## src/rtl/adder_pkg.sv

```systemverilog
// Shared helpers for the pipelined adder: chunk geometry and the parameter legality check.
package adder_pkg;

  function automatic int chunk_w(input int width, input int stages);
    return (width + stages - 1) / stages;
  endfunction

  function automatic int chunk_lo(input int k, input int chunk);
    return k * chunk;
  endfunction

  // Bits actually covered by stage k; a stage past the top bit covers nothing.
  function automatic int chunk_len(input int k, input int chunk, input int width);
    int lo;
    lo = chunk_lo(k, chunk);
    if (lo >= width) return 0;
    return (width - lo < chunk) ? (width - lo) : chunk;
  endfunction

  function automatic bit params_legal(input int width, input int stages);
    return (width >= 1) && (stages >= 1) && (stages <= width);
  endfunction

endpackage

```

## src/rtl/adder_pipe_stage.sv

```systemverilog
// One pipeline stage: adds its chunk with the incoming carry and forwards the
// operand/result shift registers and its valid bit when allowed to advance.
module adder_pipe_stage #(
  parameter int WIDTH = 18,
  parameter int LO    = 0,
  parameter int CW    = 6
) (
  input  logic             clk,
  input  logic             rst_n,
  input  logic             advance,
  input  logic             prev_valid,
  input  logic [WIDTH-1:0] prev_a,
  input  logic [WIDTH-1:0] prev_b,
  input  logic [WIDTH-1:0] prev_res,
  input  logic             prev_carry,
  output logic             valid,
  output logic [WIDTH-1:0] a_q,
  output logic [WIDTH-1:0] b_q,
  output logic [WIDTH-1:0] res_q,
  output logic             carry_q
);

  logic [WIDTH-1:0] res_next;
  logic             carry_next;

  if (CW > 0) begin : g_add
    logic [CW:0] chunk_sum;
    always_comb begin
      // NOTE: every always_comb output gets a full default first so no latch is inferred.
      res_next             = prev_res;
      chunk_sum            = {1'b0, prev_a[LO +: CW]} + {1'b0, prev_b[LO +: CW]}
                             + {{CW{1'b0}}, prev_carry};
      res_next[LO +: CW]   = chunk_sum[CW-1:0];
      carry_next           = chunk_sum[CW];
    end
  end else begin : g_pass
    assign res_next   = prev_res;
    assign carry_next = prev_carry;
  end

  always_ff @(posedge clk or negedge rst_n) begin
    // NOTE: data registers are reset too, because sum must read 0 straight out of reset.
    if (!rst_n) begin
      valid   <= 1'b0;
      a_q     <= '0;
      b_q     <= '0;
      res_q   <= '0;
      carry_q <= 1'b0;
    end else if (advance) begin
      valid <= prev_valid;
      if (prev_valid) begin
        a_q     <= prev_a;
        b_q     <= prev_b;
        res_q   <= res_next;
        carry_q <= carry_next;
      end
    end
  end

endmodule

```

## src/rtl/pipelined_adder_nbit.sv

```systemverilog
// Pipelined ripple-carry adder/subtractor with valid/ready backpressure.
// Define ADDER_OVF_EN to add the signed-overflow output ovf.
module pipelined_adder_nbit
  import adder_pkg::*;
#(
  parameter int WIDTH  = 18,
  parameter int STAGES = 3
) (
  input  logic             clk,
  input  logic             rst_n,
  input  logic             in_valid,
  output logic             in_ready,
  input  logic [WIDTH-1:0] a,
  input  logic [WIDTH-1:0] b,
  input  logic             c_in,
  input  logic             sub,
  output logic             out_valid,
  input  logic             out_ready,
  output logic [WIDTH:0]   sum
`ifdef ADDER_OVF_EN
  ,
  output logic             ovf
`endif
);

  localparam int CHUNK = chunk_w(WIDTH, STAGES);

  if (!params_legal(WIDTH, STAGES)) begin : g_bad_params
    $error("pipelined_adder_nbit: need WIDTH >= 1 and 1 <= STAGES <= WIDTH");
  end

  // Index 0 is the prepared input; index k+1 is the output of stage k.
  logic [WIDTH-1:0] a_pipe   [STAGES+1];
  logic [WIDTH-1:0] b_pipe   [STAGES+1];
  logic [WIDTH-1:0] res_pipe [STAGES+1];
  logic [STAGES:0]  carry_pipe;
  logic [STAGES:0]  valid_pipe;
  logic [STAGES:0]  ready;

  // Subtract as a + ~b + !c_in, so later stages only ever add.
  assign a_pipe[0]     = a;
  assign b_pipe[0]     = sub ? ~b : b;
  assign res_pipe[0]   = '0;
  assign carry_pipe[0] = c_in ^ sub;
  assign valid_pipe[0] = in_valid;

  assign ready[STAGES] = out_ready;

  for (genvar k = 0; k < STAGES; k++) begin : g_stage
    localparam int LO = chunk_lo(k, CHUNK);
    localparam int CW = chunk_len(k, CHUNK, WIDTH);

    assign ready[k] = !valid_pipe[k+1] || ready[k+1];

    adder_pipe_stage #(
      .WIDTH (WIDTH),
      .LO    (LO),
      .CW    (CW)
    ) u_stage (
      .clk        (clk),
      .rst_n      (rst_n),
      .advance    (ready[k]),
      .prev_valid (valid_pipe[k]),
      .prev_a     (a_pipe[k]),
      .prev_b     (b_pipe[k]),
      .prev_res   (res_pipe[k]),
      .prev_carry (carry_pipe[k]),
      .valid      (valid_pipe[k+1]),
      .a_q        (a_pipe[k+1]),
      .b_q        (b_pipe[k+1]),
      .res_q      (res_pipe[k+1]),
      .carry_q    (carry_pipe[k+1])
    );
  end

  assign in_ready  = ready[0];
  assign out_valid = valid_pipe[STAGES];
  assign sum       = {carry_pipe[STAGES], res_pipe[STAGES]};

`ifdef ADDER_OVF_EN
  // Built only from last-stage registers, so it holds with sum during a stall.
  assign ovf = (a_pipe[STAGES][WIDTH-1] ^ b_pipe[STAGES][WIDTH-1] ^ 1'b1)
             & (a_pipe[STAGES][WIDTH-1] ^ res_pipe[STAGES][WIDTH-1]);
`endif

endmodule
```

## config.mk

```make
export PLATFORM = sky130hd
export DESIGN_NAME = pipelined_adder_nbit
export DESIGN_NICKNAME = d
export VERILOG_FILES = /design/src/rtl/adder_pkg.sv /design/src/rtl/adder_pipe_stage.sv /design/src/rtl/pipelined_adder_nbit.sv
export SDC_FILE = /design/constraint.sdc
export NUM_CORES = 1
export LEC_CHECK = 0
export ABC_CLOCK_PERIOD_IN_PS = 5100
export CAP_MARGIN = 25
export CORE_MARGIN = 1.5
export CORE_UTILIZATION = 35
export DETAILED_ROUTE_END_ITERATION = 8
export PLACE_DENSITY = 0.62
export SYNTH_ARGS = -nofsm -noshare
export SYNTH_HDL_FRONTEND = slang
export SYNTH_SLANG_ARGS = --single-unit
```

## constraint.sdc

```tcl
create_clock -name clk -period 5.1 [get_ports clk]
set_input_delay 1.02 -clock clk [delete_from_list [all_inputs] [get_ports clk]]
set_output_delay 1.02 -clock clk [all_outputs]
set_load 0.01 [all_outputs]
```

---- Word level (Yosys, flattened, before mapping) ----
Index checks and enable logic that the tools add are counted.
storage, ports and cells
  ROM bits ................................ 0
  latch bits .............................. 0
  memories ................................ 0
  bits of input ports ..................... 42
  register bits ........................... 114
  logic and storage cells ................. 31
  output and inout port bits .............. 21
  RAM bits ................................ 0
cells by class
  shift-type cells ........................ 0
  order comparisons ....................... 0
  reduce and logical (&&, ||, !) cells .... 9
  $mul .................................... 0
  add/sub/neg operators ................... 6
  mux-type cells .......................... 1
  div/mod/pow operators ................... 0
  equality and inequality tests ........... 0
  bitwise logic cells ..................... 2
operator list
  kind                  number
  adder 6 x 6 -> 7 bit  3
  adder 7 x 1 -> 7 bit  3
  2-to-1 mux 18 bit     1
  inverter 18 bit       1
  AND reduction 2 bit   3
  zero test 1 bit       3
  logical OR 1 bit      3
  XOR 1 bit             1

---- Logic depth before layout (Yosys ltp) ----
Gate-level depths: netlist (run 1).
  depth after elaboration ................. 5
  depth in mapped cells ................... 9

---- By module ----
A second synthesis (run 1) with hierarchy kept.
second synthesis, totals
  cells, all modules ...................... 488
  area total of the unflattened synthesis .. 7,179.4 µm²
by module, submodules not included
  module                cells each  area an instance (µm²)  sequential area each (µm²)  instances
  adder_pipe_stage      154         2,316.0                 1,401.3                     3
  pipelined_adder_nbit  26          231.5                   0.0                         1

---- Least setup slack after synthesis (run 1) ----
OpenSTA, ideal clock, no wires.
  kind .................................... in2reg
  from .................................... in sub
  to ...................................... reg g_stage[0].u_stage.carry_q
  stages on the path ...................... 9
  arrival ................................. 2.935 ns
  slack ................................... 2.039 ns
  path buffers ............................ 2
  cell sequence ........................... buf_2 > buf_4 > xor2_1 > fa_1 > fa_1 > a211oi_1 > nor2_1 > o21ai_0 > a21oi_1
between the ends
  longest elaborated chain between the ends .. 3
  elaborated cells on any way between the ends .. 4
  those cells by class .................... 2 x add/sub; 1 x mux; 1 x bitwise
RTL lines
  item                      line                        source
  start, declared           pipelined_adder_nbit.sv:16  input logic sub,
  2-to-1 mux 18 bit         pipelined_adder_nbit.sv:42  assign b_pipe[0] = sub ? ~b : b;
  adder 6 x 6 -> 7 bit      adder_pipe_stage.sv:31      chunk_sum = {1'b0, prev_a[LO +: CW]} + {1'b0, prev_b[LO +: CW]}
  adder 7 x 1 -> 7 bit (*)  adder_pipe_stage.sv:32      + {{CW{1'b0}}, prev_carry};
  end signal, assigned      adder_pipe_stage.sv:55      carry_q <= carry_next;
  end, declared             adder_pipe_stage.sv:20      output logic carry_q
Every way passes the cells marked *; elsewhere a longest branch is shown, timed or not.
A chain may end at the register's enable or synchronous reset.

---- Worst setup path after layout (run 1) ----
  from .................................... in out_ready
  to ...................................... out in_ready
between the ends
  longest elaborated chain between the ends .. 3
RTL lines
  item                            line                        source
  start, declared                 pipelined_adder_nbit.sv:18  input logic out_ready,
  logical OR 1 bit (3 in series)  pipelined_adder_nbit.sv:53  assign ready[k] = !valid_pipe[k+1] || ready[k+1];
  end, declared                   pipelined_adder_nbit.sv:12  output logic in_ready,
No other way between the ends.

==> impl_metrics.yaml, run 1 <==
global_routing:
  use_met1: 0.182
  antenna_found_initial: 0
  grt-busiest-layer: "met2"
  grt_max_degree: 79
  grt_pass1_vias: 2425
  met2_usage: 0.218
  grt_use_met3: 0.0184
  gr-total-overflow: 0
  grt_usage: 0.135
  grt_first_pass_wirelength_mm: 11.8
critical_path:
  path_max_fanout: 4
  crit_family: "buffers and inverters"
  startpoint_type: "input port"
  cp-end-kind: "primary output"
  cp_num_buf_inv: 2
  arrival_ns: 2.31
  slowest_delay_ns: 0.55
  crit_chain: "clkdlybuf4s50_1, nand4b_4, clkdlybuf4s50_1"
  critPathRequiredTime_ns: 4.08
  r2r-start: "g_stage[1].u_stage.a_q[12]"
  path_class: "in -> out"
  cp.depth: 3
  crit_top_cell: "clkdlybuf4s50_1"
  cp-startpoint: "out_ready"
  crit_slowest_cell: "clkdlybuf4s50_1"
  worstRegToRegCells: 7
power:
  ir_drop_mv: 0.161
  cellLeakagePower_uw: 0.00204
  p_per_area_nw_per_um2: 445
  p_total_uw: 2080
drt:
  routedWlPerCell_um: 13.6
  drc: 0
  drtPass1Iterations: 4
  dr_total_vias: 2336
  ant_nets: 0
  routed_wl_mm: 6.79
  drt-initial-drc-count: 79
  viasPerCell: 4.68
clocking:
  cts_tree: "yes"
  cts.repair.resized: 0
  worst_skew_pair.late_latency_ns: 0.34
  cts_setup_buffers: 0
  path_clk_slew_ns: 0.08
  htree_levels: 3
  holdBufCountCts: 0
  cts_buffer_depth: 2
  cts.sinks: 78
  cts_root_buf: "clkbuf_8"
  cts_buffers: 9
sta:
  layout_min_cycle_time_ns: 3.33
  skew_ns: 0.0107
  finalHoldViolCount: 0
  fmax_ghz: 0.300
  slew_viol_final: 0
  slew_headroom: 0.386
  final-setup-viol-count: 0
  worst_pin_slew_ns: 0.918
  post-route-period-util: 0.653
  hold_slack_ns: 0.478
  tns_ns: 0
  rsz0062_at_grt: "false"
synthesis:
  synth-edff-count: 0
  syn-num-nets: 358
  synth-async-reset-ratio: 1.00
  yosysUniqueCellTypes: 35
  synth_seq_area_share: 0.525
  synth_flop_cell: "dfrtp_1"
  synthTopCellsByCount: "dfrtp_1, mux2_2, nand2_1, o21ai_0, ha_1"
  synth_top_cell_area_share: 0.525
  avgSynthCellArea_um2: 12.6
  syn_inst: 295
  yosys_register_bits: 78
  ys.warnings.count: 0
  syn_area_um2: 3720
  synthMostInstantiatedCell: "dfrtp_1"
  synth_top_area_cell: "dfrtp_1"
  ys_top_cells_by_area: "dfrtp_1, mux2_2, ha_1"
placement:
  routabilityCongestion: 0.780
  post-place-cells: 483
  hpwl_mm: 4.77
  io_buffers: 62
status:
  status: "complete, no violations"
final_layout:
  multiInputGateArea_um2: 1650
  n_antenna_cell: 0
  finalNonFillerCells: 499
  regArea_um2: 1950
  finalNetCount: 422
  fill_cells: 989
  syn2layout_area_growth_pct: 25.4
  drive_gt1_frac: 0.187
floorplanning:
  row_count: 37
  die_y_um: 106
  die_w_um: 106
  core_area_um2: 10300
  initial_utilization: 0.360
  die_area_um2: 11300
  ios: 63
job:
  drv_cap: 0
min_path:
  hold_path.class: "in -> async"
[logic make-up (layout without fill, tap and decap cells)]
group           after synthesis  count (layout)  synth area share
mux                          47              47             0.142
buf+inv                      21              89            0.0306
compound gates               60              60             0.101
flops                        78              78             0.525
simple gates                 43              43            0.0602
fa+ha+maj                    21              21            0.0827
xor+xnor                     25              25            0.0589
[power by group]
group	switching, µW	internal (µW)
combinational	297	411
sequential	107	815
clock	210	235
[worst paths after layout]
path	endpoint	slack (ns)
setup reg to reg	g_stage[2].u_stage.carry_q	3.09
max in group asynchronous	g_stage[1].u_stage.b_q[16]	4.06
hold reg to reg	g_stage[2].u_stage.res_q[15]	0.48
setup / recovery	in_ready	1.77
hold / removal	g_stage[2].u_stage.res_q[8]	0.48
min in group clk	g_stage[2].u_stage.res_q[15]	0.48
[state kept, by name (all words and copies together), names as in the netlist]
signal and cells:
g_stage.u_stage.a_q 18, g_stage.u_stage.b_q 18, g_stage.u_stage.carry_q 3, g_stage.u_stage.res_q 36, g_stage.u_stage.valid 3
[placed cells by master, fill, tap and decap left out, types with 2 or more instances in the layout]
cell type / count
xor2_1: 13
o21a_1: 3
nand4_1: 3
ha_1: 15
and4b_1: 2
fa_1: 6
clkinv_2: 2
clkdlybuf4s50_1: 61
a211o_1: 2
clkbuf_8: 10
nand2_1: 23
a21oi_1: 10
nor2_1: 6
a211oi_1: 5
o31ai_1: 3
o21ai_0: 23
xnor2_1: 12
a21o_1: 8
dfrtp_1: 78
nand2b_1: 2
nor2b_1: 2
mux2_2: 46
inv_1: 8
buf_4: 4
[per-stage QoR]
step,cell area (µm²),util,setup WS [ns]
global placement,4450,0.431,1.60
finish,4660,0.452,1.77
CTS,4640,0.449,1.77
detailed placement,4450,0.431,1.55
global route,4660,0.452,1.72
floorplan,3720,-,2.04
[routing by layer]
| layer | wire length (µm) | up-vias |
|---|---|---|
| li1 | - | 1166 |
| met1 | 3260 | 1117 |
| met2 | 3180 | 44 |
| met3 | 215 | 9 |
| met4 | 131 | 0 |
| met5 | 0 | - |
[layout make-up]
| cell class | count | area share |
|---|---|---|
| multi-input cells | 196 | 0.355 |
| well taps | 136 | 0.0365 |
| clock inverters | 4 | 0.0102 |
| inverters | 8 | 0.00644 |
| clock buffers | 11 | 0.0303 |
| flip-flops and latches | 78 | 0.419 |
| repair buffers | 66 | 0.143 |
Power figures use the tool's default switching activity.
==> run 2, diff against run 1 <==
Settings changed: ABC_CLOCK_PERIOD_IN_PS 5100 to 2900, PLACE_DENSITY 0.62 to 0.64.
Clock period 5.1 ns to 2.9 ns, I/O delays scaled along.
==> run 2 against run 1 <==
  * Combinational power up 77%
  * Global-route usage down 0.64 points
  * Largest cell class unchanged
  * Final cell count up 1.0%
  * Final area up 0.24%
  * Die area unchanged
  * Sequential cell count unchanged
==> impl_metrics.yaml, run 2 (synthesis gave the netlist of run 1 again) <==
global_routing:
  grt_first_pass_wirelength_mm: 11.3
  grt_max_degree: 79
  antenna_found_initial: 0
  gr-total-overflow: 0
  grt_usage: 0.129
  grt_pass1_vias: 2375
drt:
  drtPass1Iterations: 4
  routedWlPerCell_um: 13.1
  drc: 0
  drt-initial-drc-count: 66
  ant_nets: 0
  dr_total_vias: 2338
  viasPerCell: 4.64
  routed_wl_mm: 6.62
final_layout:
  n_antenna_cell: 0
  syn2layout_area_growth_pct: 25.7
  layout_common_cells: "dfrtp_1, clkdlybuf4s50_1, mux2_2, nand2_1, o21ai_0"
  final_common_cell: "dfrtp_1"
  biggestRegsByFlops: "g_stage.u_stage.res_q: 36 flops, g_stage.u_stage.a_q: 18 flops, g_stage.u_stage.b_q: 18 flops"
  regMostFlops: "g_stage.u_stage.res_q"
  finalNetCount: 428
  design_area_um2: 4670
  drive_gt1_frac: 0.196
  largest_reg_flops: 36
  final_core_util: 0.453
floorplanning:
  die_area_um2: 11300
  ios: 63
  initial_utilization: 0.360
  die_w_um: 106
  row_count: 37
  die_y_um: 106
  core_area_um2: 10300
critical_path:
  path_max_fanout: 3
  slowest_delay_ns: 0.47
  cp-end-kind: "register"
  startpoint_type: "input port"
  crit_chain: "clkdlybuf4s50_1, xor2_1, fa_1, fa_1, a211oi_1, nor2_1, o21ai_0, a21oi_1"
  critPathRequiredTime_ns: 3.11
  crit_top_cell: "fa_1"
  cp-startpoint: "sub"
  arrival_ns: 2.70
  crit_slowest_cell: "clkdlybuf4s50_1"
  path_class: "in -> reg"
  r2r-start: "g_stage[1].u_stage.a_q[12]"
power:
  ir_drop_mv: 0.315
  power_switching_uw: 1060
  pwr-share-comb: 0.353
  p_clk_frac: 0.189
  cellLeakagePower_uw: 0.00206
  swShare: 0.298
  power.internal_uw: 2490
  p_per_area_nw_per_um2: 758
  pwr-share-seq: 0.457
clocking:
  cts_buffer_depth: 2
  cts.repair.resized: 0
  cts.sinks: 78
  path_clk_slew_ns: 0.08
  htree_levels: 3
  holdBufCountCts: 0
  worst_skew_pair.late_latency_ns: 0.33
  cts_root_buf: "clkbuf_8"
  cts_tree: "yes"
  cts_setup_buffers: 0
  cts_buffers: 9
min_path:
  hold_path.class: "in -> async"
sta:
  fmax_ghz: 0.402
  tns_ns: 0
  setup_slack_ns: 0.412
  finalHoldViolCount: 0
  slew_headroom: 0.788
  rsz0062_at_grt: "false"
  final-setup-viol-count: 0
  hold_slack_ns: 0.0987
  slew_viol_final: 0
  skew_ns: 0.0110
  worst_pin_slew_ns: 0.316
  post-route-period-util: 0.858
  layout_min_cycle_time_ns: 2.49
status:
  status: "complete, no violations"
placement:
  place_area_um2: 4490
  io_buffers: 62
  hpwl_mm: 4.91
  routabilityCongestion: 0.817
  pre_cts_slack_ns: 0.0514
job:
  drv_cap: 0
[run 2: final cells by class]
cell class,instances,area [µm²]
multi-input combinational,196,1650
clock buffer,12,145
inverter,8,30.0
sequential,78,1950
fill,990,5650
clock inverter,2,10.0
tap,136,170
timing repair buffer,72,713
[run 2: critical path: cells and delay by family]
| family | cells | cell delay (ns) |
|---|---|---|
| fa+ha+maj | 2 | 0.88 |
| compound gates | 3 | 0.48 |
| simple gates | 1 | 0.09 |
| buf+inv | 1 | 0.47 |
| xor+xnor | 1 | 0.20 |
[run 2: layer usage]
layer,up-vias,global-route usage,wire (µm)
met5,-,0,0
met4,0,0.0521,120
met3,8,0.0258,185
met2,41,0.216,3200
met1,1119,0.164,3120
li1,1170,-,-
[run 2: power by group through the flow]
| stage | logic [µW] | registers (µW) | clock network, µW |
|---|---|---|---|
| after floorplan | 726 | 1660 | 0 |
| after global placement | 1240 | 1640 | 0 |
| after detailed placement | 1260 | 1650 | 0 |
| after CTS | 1270 | 1630 | 705 |
| after global routing | 1390 | 1680 | 751 |
| final | 1250 | 1620 | 671 |
[run 2: metrics by stage]
stage,power (µW),instances
finish,3550,504
global route,3820,504
CTS,3600,503
detailed placement,2910,489
global placement,2870,489
floorplan,2390,295
[run 2: path summary, 6_finish.rpt]
| check | end | slack [ns] | cells past startpoint |
|---|---|---|---|
| setup reg to reg | g_stage[2].u_stage.carry_q | 0.90 | 7 |
| hold reg to reg | g_stage[0].u_stage.res_q[4] | 0.48 | 2 |
| max in group asynchronous | g_stage[0].u_stage.b_q[17] | 2.23 | 2 |
| min in group clk | g_stage[0].u_stage.res_q[4] | 0.48 | 2 |
| setup / recovery | g_stage[0].u_stage.carry_q | 0.41 | 8 |
| hold / removal | g_stage[0].u_stage.b_q[7] | 0.1 | 1 |
==> run 3, diff against run 2 <==
Settings changed: CTS_CLUSTER_SIZE from default to 30.
==> results of run 3 <==
No change in the layout: final DEF, timing and power equal those of run 2.
